<file path="src/rtl/header_scan_aligner.sv">
// Sync-header search and lock for a 64b/66b gearbox buffer: tests LANES candidate
// positions per valid word, locks after LOCK_CNT good headers, drops lock on windowed errors.
//
// state     | meaning
// ST_SEARCH | sweeping candidate groups, per-lane run/dead tracking
// ST_LOCKED | monitoring header at offset_pos, windowed bad-header count
module header_scan_aligner #(
    parameter int BUF_W      = 194,
    parameter int NUM_POS    = 66,
    parameter int POS_W      = 7,
    parameter int LANES      = 4,
    parameter int LOCK_CNT   = 32,
    parameter int WIN_LEN    = 64,
    parameter int UNLOCK_CNT = 16
) (
    input  logic             clk_i,
    input  logic             rst_i,
    input  logic [BUF_W-1:0] gbox_buffer,
    input  logic             buffer_dv,
    input  logic             force_resync,
    output logic             is_synced,
    output logic [POS_W-1:0] offset_pos,
    output logic             header_ok,
    output logic             sync_lost,
    output logic [7:0]       sweep_cnt
);
    localparam int CW = $clog2(NUM_POS + LANES);
    localparam int RW = $clog2(LOCK_CNT + 1);
    localparam int WW = $clog2(WIN_LEN + 1);
    localparam int BW = $clog2(UNLOCK_CNT + 1);

    typedef enum logic {ST_SEARCH = 1'b0, ST_LOCKED = 1'b1} state_t;

    state_t           state_q, state_d;
    logic [CW-1:0]    cand_q, cand_d;
    logic [RW-1:0]    run_q [LANES];
    logic [RW-1:0]    run_d [LANES];
    logic [LANES-1:0] dead_q, dead_d;
    logic [WW-1:0]    win_q, win_d;
    logic [BW-1:0]    bad_q, bad_d;
    logic [POS_W-1:0] offset_pos_q, offset_pos_d;
    logic             header_ok_q, header_ok_d;
    logic             sync_lost_q, sync_lost_d;
    logic [7:0]       sweep_cnt_q, sweep_cnt_d;

    logic [LANES-1:0] lane_live, lane_vld, lane_hit, lane_dead_n;
    logic [RW-1:0]    run_inc [LANES];
    logic [CW-1:0]    lock_lane, cand_step;
    logic [1:0]       lock_hdr;
    logic [BW-1:0]    bad_n;
    logic             lock_hit, all_dead, lock_vld, unlock_hit, clr_lanes;

    for (genvar g = 0; g < LANES; g++) begin : g_lane
        logic [CW-1:0] pos;
        logic [1:0]    hdr;
        assign pos            = cand_q + CW'(g);
        assign hdr            = 2'(gbox_buffer >> pos);
        assign lane_live[g]   = (pos < CW'(NUM_POS)) && !dead_q[g];
        assign lane_vld[g]    = hdr[0] ^ hdr[1];
        assign run_inc[g]     = run_q[g] + RW'(1);
        assign lane_hit[g]    = lane_live[g] && lane_vld[g] && (run_inc[g] == RW'(LOCK_CNT));
        assign lane_dead_n[g] = !(lane_live[g] && lane_vld[g]);
    end

    // Lowest-index hitting lane wins the lock.
    always_comb begin
        lock_lane = '0;
        for (int i = LANES - 1; i >= 0; i--) begin
            if (lane_hit[i]) lock_lane = CW'(i);
        end
    end

    assign lock_hit   = |lane_hit;
    assign all_dead   = &lane_dead_n;
    assign cand_step  = cand_q + CW'(LANES);
    assign lock_hdr   = 2'(gbox_buffer >> offset_pos_q);
    assign lock_vld   = lock_hdr[0] ^ lock_hdr[1];
    assign bad_n      = lock_vld ? bad_q : bad_q + BW'(1);
    assign unlock_hit = (bad_n == BW'(UNLOCK_CNT));

    always_ff @(posedge clk_i or posedge rst_i) begin
        if (rst_i) begin
            state_q      <= ST_SEARCH;
            cand_q       <= '0;
            for (int i = 0; i < LANES; i++) run_q[i] <= '0;
            dead_q       <= '0;
            win_q        <= '0;
            bad_q        <= '0;
            offset_pos_q <= '0;
            header_ok_q  <= 1'b0;
            sync_lost_q  <= 1'b0;
            sweep_cnt_q  <= '0;
        end else begin
            state_q      <= state_d;
            cand_q       <= cand_d;
            run_q        <= run_d;
            dead_q       <= dead_d;
            win_q        <= win_d;
            bad_q        <= bad_d;
            offset_pos_q <= offset_pos_d;
            header_ok_q  <= header_ok_d;
            sync_lost_q  <= sync_lost_d;
            sweep_cnt_q  <= sweep_cnt_d;
        end
    end

    always_comb begin
        state_d = state_q;
        if (force_resync) begin
            state_d = ST_SEARCH;
        end else if (buffer_dv) begin
            case (state_q)
                ST_SEARCH: if (lock_hit) state_d = ST_LOCKED;
                ST_LOCKED: if (unlock_hit) state_d = ST_SEARCH;
                default:   state_d = ST_SEARCH;
            endcase
        end
    end

    always_comb begin
        cand_d       = cand_q;
        run_d        = run_q;
        dead_d       = dead_q;
        win_d        = win_q;
        bad_d        = bad_q;
        offset_pos_d = offset_pos_q;
        header_ok_d  = header_ok_q;
        sync_lost_d  = 1'b0;
        sweep_cnt_d  = sweep_cnt_q;
        clr_lanes    = 1'b0;
        if (force_resync) begin
            cand_d      = '0;
            win_d       = '0;
            bad_d       = '0;
            header_ok_d = 1'b0;
            clr_lanes   = 1'b1;
        end else if (buffer_dv) begin
            if (state_q == ST_SEARCH) begin
                header_ok_d = 1'b0;
                if (lock_hit) begin
                    offset_pos_d = POS_W'(cand_q + lock_lane);
                    win_d        = '0;
                    bad_d        = '0;
                    clr_lanes    = 1'b1;
                end else if (all_dead) begin
                    clr_lanes = 1'b1;
                    if (cand_step >= CW'(NUM_POS)) begin
                        cand_d = '0;
                        if (sweep_cnt_q != 8'hFF) sweep_cnt_d = sweep_cnt_q + 8'd1;
                    end else begin
                        cand_d = cand_step;
                    end
                end else begin
                    for (int i = 0; i < LANES; i++) run_d[i] = lane_vld[i] ? run_inc[i] : '0;
                    dead_d = lane_dead_n;
                end
            end else begin
                header_ok_d = lock_vld;
                if (unlock_hit) begin
                    sync_lost_d = 1'b1;
                    cand_d      = '0;
                    win_d       = '0;
                    bad_d       = '0;
                    clr_lanes   = 1'b1;
                end else if (win_q == WW'(WIN_LEN - 1)) begin
                    // Final word's bad header was already tested above, then the window restarts.
                    win_d = '0;
                    bad_d = '0;
                end else begin
                    win_d = win_q + WW'(1);
                    bad_d = bad_n;
                end
            end
        end
        if (clr_lanes) begin
            for (int i = 0; i < LANES; i++) run_d[i] = '0;
            dead_d = '0;
        end
    end

    always_comb begin
        is_synced  = (state_q == ST_LOCKED);
        offset_pos = offset_pos_q;
        header_ok  = header_ok_q;
        sync_lost  = sync_lost_q;
        sweep_cnt  = sweep_cnt_q;
    end
endmodule

</file>
<file path="config.mk">
export PLATFORM = sky130hd
export DESIGN_NAME = header_scan_aligner
export DESIGN_NICKNAME = d
export VERILOG_FILES = /design/src/rtl/header_scan_aligner.sv
export SDC_FILE = /design/constraint.sdc
export NUM_CORES = 1
export LEC_CHECK = 0
export BUFFER_PORTS_ARGS = -buffer_cell sky130_fd_sc_hd__buf_2
export CAP_MARGIN = 10
export CORE_MARGIN = 4
export CORE_UTILIZATION = 25
export DETAILED_ROUTE_END_ITERATION = 8
export GPL_ROUTABILITY_DRIVEN = 1
export PLACE_DENSITY = 0.44
export SKIP_LAST_GASP = 1
export SYNTH_ARGS = -nofsm -noshare
export SYNTH_HDL_FRONTEND = slang
export SYNTH_SLANG_ARGS = --single-unit
</file>
<file path="constraint.sdc">
create_clock -name clk_i -period 9.7 [get_ports clk_i]
set_input_delay 0.97 -clock clk_i [delete_from_list [all_inputs] [get_ports clk_i]]
set_output_delay 0.97 -clock clk_i [all_outputs]
set_load 0.005 [all_outputs]
</file>
==> reports/qor.csv, run 1 <==
stage,metric,value,unit
run_status,result_of_the_run,finished clean,
yosys,mappedNetlistNets,896,
pwr,worst_ir_drop_vdd,0.0765,mV
grt,vias_in_the_first_global_route,6720,
sta,timing.final.hold_violations,0,
clock_tree,clk_transition_reported_paths,60,ps
yosys,synthesis.instances,685,
sta,fin_ws,5190,ps
pwr,cell_pwr_density,137,nW/um^2
placement,globalplace.congestion,0.842,
floorplanning,die_x,179,microns
final_layout,mostFrequentLayoutCell,sky130_fd_sc_hd__buf_2,
yosys,asyncSetResetFlopFracSynth,1.00,
setup_path,cpLargestDelayFamily,compound AO/OA/AOI/OAI gates,
grt,largest_net_degree_at_the_start_of_global_routing,64,
setup_path,timing.critical_path.from,offset_pos[2],
floorplanning,number_of_placed_i_o_pins,216,
setup_path,end_kind,flip-flop,
sta,maxClockFrequency,0.222,GHz
clock_tree,cts_hold_buffers,0,
final_layout,final-instance-count-excl-fill,1193,
sta,setup_tns,0,ps
sta,drv_slew,0,
setup_path,data_arrival_time_of_the_critical_path,4750,ps
sta,timing.max_slew.rel_slack,0.332,
yosys,most_instantiated_flip_flop_cell_in_the_synthesis_netlist,sky130_fd_sc_hd__dfrtp_1,
floorplanning,die_area,31900,sq um
yosys,synth_cell_type_count,70,
drt,drt_first_iter_violations,643,
clock_tree,cts_tree,done,
sta,fin_skew,9.41,ps
setup_path,reg2reg_from,offset_pos[2],
sta,finalWorstPathRequiredPeriod,4510,ps
clock_tree,cts-root-buf,sky130_fd_sc_hd__clkbuf_16,
placement,port_buffers,150,
setup_path,critical-path-slowest-cell,sky130_fd_sc_hd__dfrtp_2,
setup_path,cp_max_fo,37,
hold_path,worst_hold_startpoint,win_q[6],
setup_path,crit_path_frequent_cell,sky130_fd_sc_hd__buf_4,
sta,grt_setup_unrepaired,no,
clock_tree,clk-insertion-delay-late,340,ps
final_layout,nFillCells,3032,
drt,route.vias.total,6693,
clock_tree,cts_num_sinks,63,
drt,routed_via_density,5.61,
final_layout,fraction_of_layout_cells_with_a_size_suffix_above_1,0.369,
clock_tree,clk_path_buf_depth,2,
yosys,combined_area_of_all_synthesized_cells,7290,sq um
yosys,syn-mean-instance-area,10.6,sq um
final_layout,area.growth.synth_to_final,17.6,%
grt,grt_met2_use,0.248,
grt,grt-ovfl-total,0,
setup_path,timing.critical_path.from_type,flip-flop,
setup_path,timing.reg2reg.setup_slack,5190,ps
yosys,synthesis.yosys.warnings,0,
yosys,edff_count_synth,0,
grt,antenna_found_initial,1,
grt,grt.met3_usage,0.0365,
placement,dpl.cell_count,1177,
hold_path,worst_hold_path.endpoint,win_q[6],
placement,place.detailed.hpwl,19.2,mm
final_layout,finish.net_count,1015,
setup_path,cp_slowest_stage_delay,630,ps
sta,worstMarginPinSlew,1000,ps
floorplanning,core,28700,sq um
pwr,leakagePower,3.27,nW
drt,drc,0,
yosys,synth_seq_area_share,0.216,
setup_path,crit_type,reg -> reg,
grt,gr-usage-all-layers,0.159,
drt,drtPass1Iterations,5,
yosys,synth_seq_cells,63,
setup_path,cp_cell_sequence,buf_4 -> mux4_2 -> nor2b_1 -> a2111oi_0 -> a211o_1 -> nand4_1 -> xnor2_1 -> buf_4 -> mux2i_1 -> o21ai_1 -> buf_4 -> o221ai_1,
grt,grt_first_pass_wirelength,39.5,mm
setup_path,worstReg2RegEnd,run_q[17],
setup_path,critical_path_cell_count,12,
flow_run,maxCapViolations,0,
drt,ant_nets,0,
clock_tree,cts-resized-gates,0,
floorplanning,initial_core_util,0.254,
drt,finalWirelength,25.4,mm
sta,final.period_utilization,0.465,
grt,busiest_layer,met2,
hold_path,worst_hold_path.num_cells,1,
floorplanning,floorplan.rows,62,
clock_tree,cts_htree_levels,3,
grt,grt_util_met1,0.226,
clock_tree,post_cts_buffers,0,
placement,preCtsSetupSlack,5150,ps
pwr,power_total,1.18,mW
drt,routed_wire_length_per_instance,21.3,microns
setup_path,worst_r2r_path_depth,12,
final_layout,commonest_cells_after_routing_fill_and_taps_aside,"sky130_fd_sc_hd__buf_2 (150), sky130_fd_sc_hd__mux4_2 (86), sky130_fd_sc_hd__dfrtp_1 (59)",
sta,finalSetupViolations,0,
floorplanning,die_y,179,microns
setup_path,worstPathRequired,9940,ps
clock_tree,cts_buffers,9,
hold_path,worst_hold_path_type,reg -> reg,
setup_path,worstPathBufferInverterCount,3,
registers in the layout (all words and copies together) (netlist names):
name,cells
bad_q,5
cand_q,5
dead_q,4
header_ok,1
is_synced,1
offset_pos,7
run_q,24
sweep_cnt,8
sync_lost,1
win_q,7
Yosys cell counts, types with 10 or more instances:
cell / instances / area share
sky130_fd_sc_hd__mux4_2: 86 / 0.27
sky130_fd_sc_hd__dfrtp_1: 63 / 0.22
sky130_fd_sc_hd__nand2_1: 48 / 0.025
sky130_fd_sc_hd__nand3_1: 39 / 0.027
sky130_fd_sc_hd__mux2i_1: 38 / 0.052
sky130_fd_sc_hd__nor2_1: 27 / 0.014
sky130_fd_sc_hd__inv_1: 25 / 0.013
sky130_fd_sc_hd__buf_2: 23 / 0.016
sky130_fd_sc_hd__o21ai_0: 23 / 0.016
sky130_fd_sc_hd__a21oi_1: 17 / 0.012
sky130_fd_sc_hd__xnor2_1: 16 / 0.019
sky130_fd_sc_hd__o22ai_1: 15 / 0.013
sky130_fd_sc_hd__mux2_2: 14 / 0.022
sky130_fd_sc_hd__nor2b_1: 14 / 0.012
sky130_fd_sc_hd__clkbuf_1: 13 / 0.0067
sky130_fd_sc_hd__ha_1: 13 / 0.022
sky130_fd_sc_hd__or3_1: 13 / 0.011
sky130_fd_sc_hd__nand4_1: 10 / 0.0086
worst max-delay path by stage:
stage	slack (ps)	end
4_1_cts	5120	run_q[17]
3_5_place_dp	5150	run_q[20]
5_1_grt	4820	run_q[17]
6_report	5190	run_q[17]
2_1_floorplan	6150	dead_q[0]
3_3_place_gp	5230	run_q[17]
cells by family after synthesis:
group	Yosys count	synth area share
xor+xnor	23	0.0276
fa+ha+maj	13	0.0223
flops	63	0.216
other cells	1	0.000515
mux	145	0.363
compound gates	156	0.160
simple gates	205	0.152
buf+inv	79	0.0589
layer usage:
metal	routed length (microns)	up-vias
li1	-	3015
met1	11500	3370
met2	11700	279
met3	1800	29
met4	422	0
met5	0	-
final cells by class:
class	count	area (sq um)	area share
multi-input combinational	543	5280	0.616
sequential	63	1580	0.185
timing repair buffer	161	833	0.0973
tap	384	480	0.0561
clock buffer	11	243	0.0283
inverter	26	97.6	0.0114
clock inverter	4	47.5	0.00555
antenna	1	2.50	0.000292
stage by stage:
stage | utilization | instance area, sq um | hold slack [ps]
4_1_cts | 0.298 | 8570 | 492
3_3_place_gp | 0.288 | 8280 | 477
3_5_place_dp | 0.288 | 8280 | 479
2_1_floorplan | - | 7290 | 451
5_1_grt | 0.299 | 8570 | 527
6_report | 0.299 | 8570 | 481
worst reg2reg max path: stages (launching register included):
cell and delay, ps:
sky130_fd_sc_hd__dfrtp_2 630, sky130_fd_sc_hd__buf_4 610, sky130_fd_sc_hd__mux4_2 600, sky130_fd_sc_hd__nor2b_1 140, sky130_fd_sc_hd__a2111oi_0 490, sky130_fd_sc_hd__a211o_1 240
sky130_fd_sc_hd__nand4_1 130, sky130_fd_sc_hd__xnor2_1 200, sky130_fd_sc_hd__buf_4 250, sky130_fd_sc_hd__mux2i_1 480, sky130_fd_sc_hd__o21ai_1 220, sky130_fd_sc_hd__buf_4 240
sky130_fd_sc_hd__o221ai_1 190
report_power, final:
group / leakage [nW] / switching, mW / internal (mW) / total (mW)
Sequential: 0.864 / 0.0446 / 0.277 / 0.321
Clock: 0.141 / 0.119 / 0.204 / 0.323
Combinational: 2.26 / 0.266 / 0.268 / 0.534
Total: 3.27 / 0.430 / 0.748 / 1.18
(Power assumes the default switching activity.)
==> run 2: changes to the inputs <==
==> constraint.sdc (replaced) <==
create_clock -name clk_i -period 4.2 [get_ports clk_i]
set_input_delay 0.42 -clock clk_i [delete_from_list [all_inputs] [get_ports clk_i]]
set_output_delay 0.42 -clock clk_i [all_outputs]
set_load 0.005 [all_outputs]
==> reports/qor.csv, run 2 (synthesized netlist as in run 1, its figures left out) <==
stage,metric,value,unit,change
sta,fin_ws,304,ps,-4890 ps
sta,worstMarginPinSlew,806,ps,-197 ps
grt,vias_in_the_first_global_route,6829,,+1.6%
setup_path,end_kind,flip-flop,,
setup_path,data_arrival_time_of_the_critical_path,4140,ps,-610 ps
grt,grt-ovfl-total,0,,unchanged
grt,antenna_found_initial,2,,+1
hold_path,worst_hold_path_type,in -> async,,
drt,route.vias.total,6916,,+3.3%
setup_path,timing.critical_path.from_type,flip-flop,,
floorplanning,die_x,179,microns,unchanged
sta,final.period_utilization,0.928,,+0.463
clock_tree,cts-root-buf,sky130_fd_sc_hd__clkbuf_16,,
pwr,leakagePower,3.49,nW,+6.8%
clock_tree,cts_num_sinks,63,,unchanged
placement,place.detailed.hpwl,21.1,mm,+9.6%
drt,drt_first_iter_violations,742,,+15%
clock_tree,clk-insertion-delay-late,340,ps,about the same
setup_path,worstPathRequired,4450,ps,-5490 ps
pwr,worst_ir_drop_vdd,0.194,mV,+150%
final_layout,regMostFlops,run_q,,
placement,globalplace.congestion,0.843,,+0.12%
clock_tree,clk_path_buf_depth,2,,unchanged
final_layout,area.growth.synth_to_final,22.6,%,
final_layout,finish.net_count,1053,,+3.7%
final_layout,final_design_area_no_fill,8930,sq um,+4.2%
final_layout,commonest_cells_after_routing_fill_and_taps_aside,"sky130_fd_sc_hd__buf_2 (150), sky130_fd_sc_hd__mux4_2 (86), sky130_fd_sc_hd__dfrtp_1 (59)",,
placement,preCtsSetupSlack,293,ps,-4860 ps
sta,fin_skew,8.78,ps,-0.627 ps
clock_tree,cts_tree,done,,
setup_path,cp_max_fo,20,,-46%
final_layout,fraction_of_layout_cells_with_a_size_suffix_above_1,0.398,,+0.0291
sta,timing.final.hold_violations,0,,unchanged
setup_path,crit_type,reg -> reg,,
grt,largest_net_degree_at_the_start_of_global_routing,39,,-39%
clock_tree,cts_htree_levels,3,,unchanged
pwr,power_total,2.92,mW,+150%
pwr,cell_pwr_density,327,nW/um^2,+140%
final_layout,mostFrequentLayoutCell,sky130_fd_sc_hd__buf_2,,
floorplanning,die_area,31900,sq um,unchanged
sta,finalSetupViolations,0,,unchanged
clock_tree,cts_hold_buffers,0,,unchanged
sta,setup_tns,0,ps,unchanged
sta,finalWorstPathRequiredPeriod,3900,ps,-611 ps
final_layout,layout.core_utilization,0.311,,+0.0126
placement,port_buffers,150,,unchanged
sta,timing.max_slew.rel_slack,0.462,,+0.130
drt,drc,0,,unchanged
grt,grt_first_pass_wirelength,40.7,mm,+3.1%
placement,dpl-instance-area,8600,sq um,+3.9%
run_status,result_of_the_run,finished clean,,
drt,ant_nets,0,,unchanged
floorplanning,core,28700,sq um,unchanged
floorplanning,initial_core_util,0.254,,unchanged
drt,routed_wire_length_per_instance,21.4,microns,+0.35%
clock_tree,clk_transition_reported_paths,60,ps,about the same
floorplanning,floorplan.rows,62,,unchanged
sta,drv_slew,0,,unchanged
flow_run,maxCapViolations,0,,unchanged
floorplanning,die_y,179,microns,unchanged
drt,finalWirelength,26.4,mm,+3.7%
final_layout,largest_register_ffs,24,,unchanged
floorplanning,number_of_placed_i_o_pins,216,,unchanged
drt,routed_via_density,5.61,,about the same
grt,gr-usage-all-layers,0.166,,+0.00653
sta,maxClockFrequency,0.257,GHz,+16%
drt,drtPass1Iterations,5,,unchanged
sta,grt_setup_unrepaired,no,,
clock_tree,cts_buffers,9,,unchanged
==> run 2: cell count changes in the layout (fill, tap and decap cells not counted), sizes merged <==
| cell | change |
|---|---|
| buf | +38 |
| diode | +1 |
| bufinv | +1 |
==> run 2: final cells by class <==
cell class | instances | area [sq um]
antenna | 2 | 5.00
clock buffer | 11 | 243
clock inverter | 5 | 81.3
inverter | 26 | 97.6
sequential | 63 | 1590
multi-input combinational | 543 | 5280
tap | 384 | 480
fill | 3026 | 19800
timing repair buffer | 199 | 1160
==> run 2: per-layer routing <==
metal	share of wire	track usage	wire length (microns)	up-vias
li1	-	-	-	3100
met1	0.46	0.237	12000	3524
met2	0.46	0.259	12200	266
met3	0.065	0.0314	1720	26
met4	0.016	0.0416	435	0
met5	0	0	0	-
==> run 2: path summary, 6_finish.rpt <==
kind	startpoint	to	slack, ps	depth (start not counted)
setup / recovery	cand_q[2]	run_q[17]	300	11
hold / removal	rst_i	bad_q[3]	140	2
setup reg to reg	cand_q[2]	run_q[17]	300	11
hold reg to reg	win_q[6]	win_q[6]	490	1
max in group asynchronous	rst_i	offset_pos[0]	3060	3
min in group clk_i	force_resync	header_ok	360	2
==> run 2: what timing repair did <==
action,CTS,global route
hold endpoints to repair,0,0
gates resized for setup,0,1
endpoints found under the setup margin,0,2
setup buffers,0,0
==> run 2: through the flow <==
| step | instances | hold slack (ps) |
|---|---|---|
| floorplan | 685 | 451 |
| global placement | 1215 | 471 |
| detailed placement | 1215 | 481 |
| CTS | 1231 | 169 |
| global route | 1233 | 189 |
| finish | 1233 | 139 |
==> run 2: critical path, cell delays in order (launching register included) <==
cell,delay (ps)
sky130_fd_sc_hd__dfrtp_4,650
sky130_fd_sc_hd__buf_4,290
sky130_fd_sc_hd__mux4_2,530
sky130_fd_sc_hd__o22ai_1,320
sky130_fd_sc_hd__nor4_2,140
sky130_fd_sc_hd__xnor2_1,220
sky130_fd_sc_hd__or3_1,420
sky130_fd_sc_hd__o41a_1,190
sky130_fd_sc_hd__a211oi_4,340
sky130_fd_sc_hd__buf_4,280
sky130_fd_sc_hd__nand2_1,160
sky130_fd_sc_hd__o221ai_1,220
==> run 2: power by group <==
| part | internal (mW) | leakage [nW] | switching, mW |
|---|---|---|---|
| clock | 0.536 | 0.156 | 0.286 |
| combinational | 0.719 | 2.47 | 0.625 |
| sequential | 0.639 | 0.864 | 0.117 |
==> run 3: changes to the inputs <==
==> constraint.sdc (replaced) <==
create_clock -name clk_i -period 4.2 [get_ports clk_i]
set_input_delay 0.84 -clock clk_i [delete_from_list [all_inputs] [get_ports clk_i]]
set_output_delay 0.84 -clock clk_i [all_outputs]
set_load 0.005 [all_outputs]
==> reports/qor.csv, run 3 (synthesized netlist as in run 1, its figures left out) <==
stage,metric,value,unit,change
placement,dpl-instance-area,8580,sq um,-0.20%
grt,grt-ovfl-total,0,,unchanged
sta,drv_slew,0,,unchanged
setup_path,worstPathRequired,4440,ps,about the same
final_layout,final-instance-count-excl-fill,1227,,-0.49%
setup_path,timing.critical_path.from_type,flip-flop,,
grt,antenna_found_initial,0,,-2
placement,port_buffers,150,,unchanged
grt,gr-usage-all-layers,0.165,,-0.000806
drt,drc,0,,unchanged
grt,busiest_layer,met2,,
drt,drtPass1Iterations,5,,unchanged
sta,finalSetupViolations,0,,unchanged
clock_tree,clk_path_buf_depth,2,,unchanged
grt,largest_net_degree_at_the_start_of_global_routing,40,,+2.6%
placement,globalplace.congestion,0.863,,+2.4%
pwr,leakagePower,3.47,nW,-0.52%
placement,place.detailed.hpwl,21.1,mm,about the same
drt,ant_nets,0,,unchanged
hold_path,worst_hold_path_type,reg -> reg,,
clock_tree,clk_transition_reported_paths,60,ps,about the same
sta,maxClockFrequency,0.256,GHz,-0.42%
final_layout,finish.net_count,1049,,-0.38%
floorplanning,die_y,179,microns,unchanged
placement,dpl.cell_count,1211,,-0.33%
final_layout,commonest_cells_after_routing_fill_and_taps_aside,"sky130_fd_sc_hd__buf_2 (150), sky130_fd_sc_hd__mux4_2 (86), sky130_fd_sc_hd__dfrtp_1 (59)",,
sta,timing.final.hold_violations,0,,unchanged
setup_path,cp_slowest_stage_delay,640,ps,about the same
setup_path,end_kind,flip-flop,,
setup_path,crit_type,reg -> reg,,
setup_path,data_arrival_time_of_the_critical_path,4150,ps,about the same
final_layout,nFillCells,3024,,-0.066%
floorplanning,die_area,31900,sq um,unchanged
sta,final.period_utilization,0.932,,+0.00395
clock_tree,cts_buffers,9,,unchanged
sta,setup_tns,0,ps,unchanged
sta,timing.max_slew.rel_slack,0.360,,-0.102
setup_path,crit_path_frequent_cell,sky130_fd_sc_hd__or3_1,,
sta,grt_setup_unrepaired,no,,
floorplanning,initial_core_util,0.254,,unchanged
floorplanning,floorplan.rows,62,,unchanged
pwr,cell_pwr_density,323,nW/um^2,-1.2%
drt,drt_first_iter_violations,618,,-17%
grt,grt_util_met1,0.240,,+0.00317
setup_path,cp_cell_sequence,buf_4 -> mux4_2 -> o22ai_1 -> nor4_2 -> xnor2_1 -> or3_1 -> o41a_1 -> a21oi_1 -> or3_1 -> o41ai_2,,
clock_tree,cts_tree,done,,
sta,fin_skew,7.74,ps,-1.04 ps
clock_tree,cts_num_sinks,63,,unchanged
clock_tree,cts-resized-gates,0,,unchanged
clock_tree,clk-insertion-delay-late,340,ps,about the same
drt,routed_wire_length_per_instance,21.6,microns,+0.77%
final_layout,n_antenna_cell,0,,-2
grt,grt_first_pass_wirelength,40.8,mm,+0.15%
final_layout,mostFrequentLayoutCell,sky130_fd_sc_hd__buf_2,,
floorplanning,die_x,179,microns,unchanged
final_layout,regMostFlops,run_q,,
final_layout,area.growth.synth_to_final,22.1,%,
setup_path,critical-path-slowest-cell,sky130_fd_sc_hd__dfrtp_4,,
grt,grt_met2_use,0.256,,-0.00284
clock_tree,post_cts_buffers,0,,unchanged
grt,grt.met3_usage,0.0323,,+0.000844
pwr,worst_ir_drop_vdd,0.163,mV,-16%
setup_path,cp_max_fo,18,,-10%
grt,vias_in_the_first_global_route,6772,,-0.83%
drt,route.vias.total,6851,,-0.94%
clock_tree,cts-root-buf,sky130_fd_sc_hd__clkbuf_16,,
final_layout,final_design_area_no_fill,8900,sq um,-0.35%
drt,finalWirelength,26.5,mm,+0.28%
flow_run,maxCapViolations,0,,unchanged
setup_path,cpLargestDelayFamily,compound AO/OA/AOI/OAI gates,,
floorplanning,number_of_placed_i_o_pins,216,,unchanged
sta,worstMarginPinSlew,960,ps,+154 ps
drt,routed_via_density,5.58,,-0.46%
clock_tree,cts_hold_buffers,0,,unchanged
run_status,result_of_the_run,finished clean,,
clock_tree,cts_htree_levels,3,,unchanged
sta,finalWorstPathRequiredPeriod,3910,ps,+16.6 ps
final_layout,fraction_of_layout_cells_with_a_size_suffix_above_1,0.396,,-0.00167
final_layout,largest_register_ffs,24,,unchanged
setup_path,worstPathBufferInverterCount,1,,-1
pwr,power_total,2.88,mW,-1.5%
floorplanning,core,28700,sq um,unchanged
[run 3: changes by cell type in the layout (fill, tap and decap cells not counted), sizes merged]
cell / before / now
inv: 25 / 26
clkinv: 3 / 2
clkbuf: 11 / 12
diode: 2 / 0
bufinv: 2 / 1
buf: 199 / 195
[run 3: final timing paths]
path,startpoint,to,slack (ps),depth (start not counted)
max,cand_q[2],cand_q[5],290,10
min,win_q[6],win_q[6],490,1
max reg2reg,cand_q[2],cand_q[5],290,10
min reg2reg,win_q[6],win_q[6],490,1
max in group asynchronous,rst_i,cand_q[2],2700,3
min in group asynchronous,rst_i,sync_lost,710,2
[run 3: layer usage]
layer / up-vias / wire [microns] / share of wire
met5: - / 0 / 0
met4: 0 / 310 / 0.012
met3: 25 / 1730 / 0.066
met2: 245 / 12300 / 0.47
met1: 3501 / 12100 / 0.46
li1: 3080 / - / -
[run 3: cell type report]
class | instances | area [sq um] | share of cell area
Multi-Input combinational cell | 543 | 5280 | 0.593
Sequential cell | 63 | 1580 | 0.178
Timing Repair Buffer | 195 | 1140 | 0.128
Tap cell | 384 | 480 | 0.0540
Clock buffer | 12 | 267 | 0.0299
Inverter | 26 | 97.6 | 0.0110
Clock inverter | 4 | 51.3 | 0.00576
[run 3: metrics by stage]
stage,util,setup WS (ps),hold slack [ps]
after global routing,0.310,53.9,497
after detailed placement,0.299,320,478
after global placement,0.299,295,477
final,0.310,287,485
after floorplan,-,778,451
after CTS,0.310,288,491
[run 3: power by group]
part / internal [mW] / total, mW / switching [mW] / leakage, nW
clock: 0.509 / 0.794 / 0.285 / 0.155
sequential: 0.639 / 0.751 / 0.112 / 0.864
combinational: 0.703 / 1.33 / 0.629 / 2.45
total: 1.85 / 2.88 / 1.03 / 3.47
[run 3: worst reg2reg max path, cell delays in order (launching register included)]
cell	delay, ps
sky130_fd_sc_hd__dfrtp_4	640
sky130_fd_sc_hd__buf_4	290
sky130_fd_sc_hd__mux4_2	520
sky130_fd_sc_hd__o22ai_1	360
sky130_fd_sc_hd__nor4_2	160
sky130_fd_sc_hd__xnor2_1	400
sky130_fd_sc_hd__or3_1	200
sky130_fd_sc_hd__o41a_1	280
sky130_fd_sc_hd__a21oi_1	190
sky130_fd_sc_hd__or3_1	440
sky130_fd_sc_hd__o41ai_2	340
